<file path="src/rtl/theta_slice_if.sv">
// Handshake and data bundle between the theta slice engine, the slice reader
// and the writer stage. The engine owns the slave view; the driving
// environment owns the master view.
interface theta_slice_if #(
  parameter int N = 25
);
  logic         start;
  logic [4:0]   turn_in;
  logic         ld_curr_fr;
  logic         ld_prev_fr;
  logic [6:0]   line_number;
  logic [4:0]   turn;
  logic [N-1:0] pin;
  logic [N-1:0] out_slice;
  logic [6:0]   out_line;
  logic         out_valid;
  logic         out_ready;
  logic         busy;
  logic         done;

  modport slave (
    input  start, turn_in, pin, out_ready,
    output ld_curr_fr, ld_prev_fr, line_number, turn,
           out_slice, out_line, out_valid, busy, done
  );

  modport master (
    output start, turn_in, pin, out_ready,
    input  ld_curr_fr, ld_prev_fr, line_number, turn,
           out_slice, out_line, out_valid, busy, done
  );
endinterface

</file>
<file path="src/rtl/theta_slice_engine.sv">
// Theta slice engine: walks the reader through every slice of one round,
// fetching slice z and slice z-1 (mod SLICES), mixes them with the theta
// column-parity step and hands each result to the writer over valid/ready.
module theta_slice_engine #(
  parameter int N      = 25,
  parameter int SLICES = 64
) (
  input  logic         clk,
  input  logic         rst,
  theta_slice_if.slave bus
);

  localparam int ZW = $clog2(SLICES);

  typedef enum logic [2:0] {
    S_IDLE,
    S_LDC,
    S_LDP,
    S_CALC,
    S_OUT,
    S_DONE
  } state_t;

  state_t                state_q, state_d;
  logic [ZW-1:0]         z_q;
  logic signed [N-1:0]   cur_q;
  logic signed [N-1:0]   out_slice_q;
  logic [6:0]            out_line_q;
  logic                  out_valid_q;
  logic                  busy_q;
  logic [4:0]            turn_q;
  logic [6:0]            line_w;

  // Theta column-parity mix: each bit picks up the parity of the column to its
  // left in this slice and of the column to its right in the previous slice.
  function automatic logic [N-1:0] theta_mix(input logic [N-1:0] cur,
                                             input logic [N-1:0] prv);
    logic [4:0]   c_cur;
    logic [4:0]   c_prv;
    logic [N-1:0] r;
    c_cur = '0;
    c_prv = '0;
    r     = '0;
    for (int x = 0; x < 5; x++) begin
      for (int y = 0; y < 5; y++) begin
        c_cur[x] = c_cur[x] ^ cur[5*y+x];
        c_prv[x] = c_prv[x] ^ prv[5*y+x];
      end
    end
    for (int x = 0; x < 5; x++) begin
      for (int y = 0; y < 5; y++) begin
        r[5*y+x] = cur[5*y+x] ^ c_cur[(x+4)%5] ^ c_prv[(x+1)%5];
      end
    end
    return r;
  endfunction

  assign line_w = {1'b0, z_q} + 7'd1;

  // State register
  always_ff @(posedge clk) begin
    if (rst) state_q <= S_IDLE;
    else     state_q <= state_d;
  end

  // Next-state logic; start is only honoured from idle
  always_comb begin
    state_d = state_q;
    case (state_q)
      S_IDLE: if (bus.start) state_d = S_LDC;
      S_LDC:  state_d = S_LDP;
      S_LDP:  state_d = S_CALC;
      S_CALC: state_d = S_OUT;
      S_OUT: begin
        if (bus.out_ready) begin
          if (z_q == ZW'(SLICES - 1)) state_d = S_DONE;
          else                        state_d = S_LDC;
        end
      end
      S_DONE: state_d = S_IDLE;
      default: state_d = S_IDLE;
    endcase
  end

  // State-decoded strobes: one reader request per fetch state, done in S_DONE
  always_comb begin
    bus.ld_curr_fr  = 1'b0;
    bus.ld_prev_fr  = 1'b0;
    bus.done        = 1'b0;
    bus.line_number = line_w;
    case (state_q)
      S_IDLE: bus.line_number = 7'd0;
      S_LDC:  bus.ld_curr_fr  = 1'b1;
      S_LDP:  bus.ld_prev_fr  = 1'b1;
      S_DONE: bus.done        = 1'b1;
      default: ;
    endcase
  end

  // Round bookkeeping and slice datapath; reset clears everything so no
  // partial result survives an abort
  always_ff @(posedge clk) begin
    if (rst) begin
      z_q         <= '0;
      cur_q       <= '0;
      out_slice_q <= '0;
      out_line_q  <= '0;
      out_valid_q <= 1'b0;
      busy_q      <= 1'b0;
      turn_q      <= '0;
    end else begin
      case (state_q)
        S_IDLE: begin
          if (bus.start) begin
            turn_q <= bus.turn_in;
            z_q    <= '0;
            busy_q <= 1'b1;
          end
        end
        S_LDP:  cur_q <= bus.pin;
        S_CALC: begin
          out_slice_q <= theta_mix(cur_q, bus.pin);
          out_line_q  <= line_w;
          out_valid_q <= 1'b1;
        end
        S_OUT: begin
          if (bus.out_ready) begin
            out_valid_q <= 1'b0;
            if (z_q != ZW'(SLICES - 1)) z_q <= z_q + 1'b1;
          end
        end
        S_DONE: busy_q <= 1'b0;
        default: ;
      endcase
    end
  end

  assign bus.out_slice = out_slice_q;
  assign bus.out_line  = out_line_q;
  assign bus.out_valid = out_valid_q;
  assign bus.busy      = busy_q;
  assign bus.turn      = turn_q;

endmodule

</file>
<file path="src/flat_wrapper.sv">
// flat-port wrapper written by rule: the top's interface ports become plain ports
module theta_slice_engine_flat 
#(
  parameter int N      = 25,
  parameter int SLICES = 64
)
  (clk, rst, bus_start, bus_turn_in, bus_pin, bus_out_ready, bus_ld_curr_fr, bus_ld_prev_fr, bus_line_number, bus_turn, bus_out_slice, bus_out_line, bus_out_valid, bus_busy, bus_done);
  theta_slice_if #(.N(N)) bus_i ();
  input  logic clk;
  input  logic rst;
  input wire logic [$bits(bus_i.start)-1:0] bus_start;
  input wire logic [$bits(bus_i.turn_in)-1:0] bus_turn_in;
  input wire logic [$bits(bus_i.pin)-1:0] bus_pin;
  input wire logic [$bits(bus_i.out_ready)-1:0] bus_out_ready;
  output wire logic [$bits(bus_i.ld_curr_fr)-1:0] bus_ld_curr_fr;
  output wire logic [$bits(bus_i.ld_prev_fr)-1:0] bus_ld_prev_fr;
  output wire logic [$bits(bus_i.line_number)-1:0] bus_line_number;
  output wire logic [$bits(bus_i.turn)-1:0] bus_turn;
  output wire logic [$bits(bus_i.out_slice)-1:0] bus_out_slice;
  output wire logic [$bits(bus_i.out_line)-1:0] bus_out_line;
  output wire logic [$bits(bus_i.out_valid)-1:0] bus_out_valid;
  output wire logic [$bits(bus_i.busy)-1:0] bus_busy;
  output wire logic [$bits(bus_i.done)-1:0] bus_done;
  assign bus_i.start = bus_start;
  assign bus_i.turn_in = bus_turn_in;
  assign bus_i.pin = bus_pin;
  assign bus_i.out_ready = bus_out_ready;
  assign bus_ld_curr_fr = bus_i.ld_curr_fr;
  assign bus_ld_prev_fr = bus_i.ld_prev_fr;
  assign bus_line_number = bus_i.line_number;
  assign bus_turn = bus_i.turn;
  assign bus_out_slice = bus_i.out_slice;
  assign bus_out_line = bus_i.out_line;
  assign bus_out_valid = bus_i.out_valid;
  assign bus_busy = bus_i.busy;
  assign bus_done = bus_i.done;
  theta_slice_engine #(.N(N), .SLICES(SLICES)) u_core (.clk(clk), .rst(rst), .bus(bus_i));
endmodule
</file>
<file path="config.mk">
export PLATFORM = sky130hd
export DESIGN_NAME = theta_slice_engine_flat
export DESIGN_NICKNAME = d
export VERILOG_FILES = /design/src/rtl/theta_slice_if.sv /design/src/rtl/theta_slice_engine.sv /design/src/flat_wrapper.sv
export SDC_FILE = /design/constraint.sdc
export NUM_CORES = 1
export LEC_CHECK = 0
export ABC_AREA = 1
export CELL_PAD_IN_SITES_DETAIL_PLACEMENT = 1
export CELL_PAD_IN_SITES_GLOBAL_PLACEMENT = 1
export CORE_ASPECT_RATIO = 1.75
export CORE_MARGIN = 2
export CORE_UTILIZATION = 33
export CTS_BUF_LIST = sky130_fd_sc_hd__clkbuf_2 sky130_fd_sc_hd__clkbuf_4 sky130_fd_sc_hd__clkbuf_8
export CTS_CLUSTER_DIAMETER = 80
export DETAILED_ROUTE_END_ITERATION = 8
export GPL_TIMING_DRIVEN = 0
export PLACE_DENSITY_LB_ADDON = 0.1
export SYNTH_ARGS = -nofsm -noshare
export SYNTH_HDL_FRONTEND = slang
export SYNTH_SLANG_ARGS = --single-unit
</file>
<file path="constraint.sdc">
create_clock -name clk -period 1.37 [get_ports clk]
set_input_delay 0.137 -clock clk [delete_from_list [all_inputs] [get_ports clk]]
set_output_delay 0.137 -clock clk [all_outputs]
set_load 0.005 [all_outputs]
</file>
==> summary.md <==
| Metric | Value |
|---|---|
| Run status | complete, but fails checks |
| Failing checks | setup timing |
| Via density | 5.70 |
| Residual DRC count | 0 |
| Power density cells | 1070 nW/um2 |
| Worst Slack Setup Final | -311 ps |
| Max Cap Viol | 0 |
| FF-to-FF Start | u_core.z_q[0] |
| RSZ-0062 raised after global routing | yes |
| XOR/XNOR Fraction of Synth Area | 4.05% |
| Period utilisation layout | 123% |
| Core area | 12300 um2 |
| Setup TNS | -9030 ps |
| Worst Hold Class | primary input to flip-flop |
| Hold Path Depth | 3 |
| Clock buffer depth | 2 |
| Min cycle time layout | 1680 ps |
| Post-Syn Instances | 650 |
| Maximum VDD drop | 0.542 mV |
| Cell area after synthesis | 4110 um2 |
| Sink Count | 73 |
| Nets | 845 |
| Mux cell area share after synthesis | 0% |
| CTS tree | yes |
| Clock root cell | clkbuf_8 |
| Layout cells sized above 1 | between 40% and 50% |
| Yosys cell types | 30 |
| Initial Utilization | 33.4% |
| Area growth syn-to-layout | 92.0% |
| Num CTS Buffers | 9 |
| Finished Cell Area | 7890 um2 |
| Global-route wire length before repair | 26500 um |
| Worst Setup End Kind | primary output |
| Number of placed cells counting well taps | 899 |
| 1st-iter DRT viols | between 300 and 400 |
| Synth Area in Simple Gates | 39.7% |
| Number of global-route vias before repair | 5301 |
| ANT cells | 0 |
| Static Leak | 3.79 nW |
| Die Span Y | around 150 um |
| DRT antenna net count | 0 |
| Die width | 88.4 um |
| Clk_skew | 17.7 ps |
| Largest family of logic cells by synthesized area | simple AND/OR/NAND/NOR gates |
| Syn avg cell area | 6.32 um2 |
| Post-Route WL | 23600 um |
| Place WS | -633 ps |
| Gr ovfl total | 0 |
| Row count | 54 |
| DR vias | 5586 |
| Final max-slew violation count | 0 |
| Worst path required time | 1230 ps |
| Post-DP Area | 5160 um2 |
| Wirelength per Cell | approximately 24 um |
| R2R cell count | 9 |
| Port buffer count | roughly 80 |
| FILL cells | 1419 |
| Post-synthesis adder-cell area fraction | 0.305% |
| Tot GR Track Use | 26.2% |
| Clk slew on worst S/H paths | 80 ps |
| H-Tree Depth | 3 |
| Crit Path Class | flip-flop to primary output |
| Initial antenna violation count | 0 |
| Max_slew headroom | a little under a third |
| Hold_sp | bus_pin[10] |
| Drt pass-1 iters | 4 |
| Critical Path AT | 1540 ps |
| Fmax | 595 MHz |
| Final setup vio count | between 70 and 80 |
| Startpoint Class | flip-flop |
| Post-DP HPWL | between 10000 and 15000 um |
| Least-Margin Pin Slew | 1040 ps |
| Seq/Total Area, Yosys | 35.6% |
| Largest net degree at the start of global routing | 11 |
| Worst hold endpoint | u_core.cur_q[10] |
| Final Hold Fails | 0 |
| RePlAce Congestion | 0.853 |
| Worst skew pair latency | ~380 ps |
| Synth Area in Compound Gates | 10.3% |
| Synth Net Count | 685 |
| YS warnings | 0 |
| Seq cells post-synth | 73 |
| RR Endpoint | u_core.bus.out_line[2] |
| Final Hold Slack | 180 ps |
| Crit-path max FO | 3 |
| I/O pin count | 83 |
| Die area | approximately 13000 um2 |
| Non-Filler Instances | 980 |
| Flop2flop setup slack | -300 ps |
[flip-flops by register name, indices dropped and copies added (netlist names)]
register / cells
u_core.bus.busy: 1
u_core.bus.out_slice: 25
u_core.bus.out_line: 7
u_core.bus.turn: 5
u_core.bus.out_valid: 1
u_core.z_q: 6
u_core.cur_q: 25
u_core.state_q: 3
[cell families after synthesis]
logic type,after synthesis
compound gates,80
xor+xnor,19
fa+ha+maj,1
buf+inv,106
flops,73
simple gates,371
[where the power goes]
part	switching, mW	total, mW	internal, mW	leakage, nW
clock network	0.893	1.69	0.800	0.0909
logic	2.51	4.14	1.63	3.08
registers	0.274	2.57	2.30	0.617
[metrics by stage]
step                power [mW]  utilization [%]
global placement          4.51             41.9
finish                    8.40             64.1
detailed placement        4.59             41.9
floorplan                 3.85                -
global route              8.68             64.1
CTS                       6.81             51.2
[layout make-up]
type,instances,area [um2],area share (%)
plain buffers,21,263,3.33
clock buffers,13,173,2.19
inverters,85,354,4.49
multi-input cells,471,3730,47.4
flip-flops and latches,73,1560,19.8
well taps,168,210,2.66
repair buffers,149,1590,20.2
[per-layer routing]
| layer | vias up | global-route usage (%) | part of all wire [%] |
|---|---|---|---|
| li1 | 2424 | - | - |
| met1 | 2774 | 25.2 | 33 |
| met2 | 266 | 49.9 | 54 |
| met3 | 122 | 4.93 | 4.5 |
| met4 | 0 | 15.1 | 8.0 |
| met5 | - | 0 | 0 |
[how the worst max path moves through the flow]
stage	endpoint	cells past startpoint	slack (ps)	startpoint
finish	bus_line_number[4]	6	-310	u_core.z_q[0]
global route	bus_line_number[6]	6	-370	u_core.z_q[0]
CTS	bus_line_number[4]	6	-270	u_core.z_q[0]
detailed placement	u_core.bus.out_slice[2]	12	-630	bus_pin[13]
global placement	u_core.bus.out_slice[2]	12	-580	bus_pin[13]
floorplan	u_core.z_q[3]	10	-20	u_core.z_q[0]
[what timing repair did]
action                                 CTS  global route
hold buffers                             0             0
endpoints found under the hold margin    0             0
setup endpoints to repair               76           101
resized for setup                      260           315
setup buffers                           35            28
pin swaps                               26            58
cloned                                   2             6
[layout by cell type, fill, tap and decap left out, types with 8 or more instances in the layout]
cell / netlist / routed
a21oi_1: 42 / 23
a21oi_2: 0 / 19
buf_12: 0 / 11
buf_2: 6 / 9
buf_4: 0 / 35
buf_6: 0 / 23
clkbuf_8: 0 / 13
clkdlybuf4s50_1: 0 / 36
dfxtp_1: 73 / 35
dfxtp_2: 0 / 17
dfxtp_4: 0 / 21
dlymetal6s2s_1: 0 / 28
inv_1: 80 / 62
inv_2: 3 / 12
inv_4: 1 / 8
nand2_1: 151 / 99
nand2_2: 3 / 16
nand2_4: 2 / 37
nand3_1: 133 / 63
nand3_2: 0 / 45
nand3_4: 1 / 26
nor2_1: 68 / 50
nor2_2: 0 / 14
o21ai_2: 0 / 21
o21ai_4: 1 / 10
[cell usage after synthesis]
cell / n / share of area, %
inv_1: 80 / 7.3
nor2_1: 68 / 6.2
dfxtp_1: 73 / 36
nand2_1: 151 / 14
buf_2: 6 / 0.73
buf_1: 2 / 0.18
o21ai_4: 1 / 0.40
clkinv_4: 1 / 0.21
nor3_2: 1 / 0.24
nor2_4: 1 / 0.27
nor3_1: 4 / 0.49
xnor2_1: 10 / 2.1
o211ai_1: 2 / 0.37
inv_4: 1 / 0.15
o21ai_1: 3 / 0.37
xor2_1: 9 / 1.9
nand3_4: 1 / 0.43
clkbuf_1: 12 / 1.1
ha_1: 1 / 0.30
o21ai_0: 30 / 3.7
nor4_1: 1 / 0.15
clkbuf_2: 1 / 0.12
nand2_4: 2 / 0.55
nand3b_1: 1 / 0.18
nand2_2: 3 / 0.46
a21oi_1: 42 / 5.1
nand3_1: 133 / 16
inv_2: 3 / 0.27
or2_2: 5 / 0.76
a211oi_1: 2 / 0.37
[critical path: stages (launching register included)]
cell and delay (ps):
dfxtp_4 400, ha_4 160, nand3_4 110, xor2_4 240, inv_2 60, nor2_1 80, buf_2 120
Power figures use the tool's default switching activity.
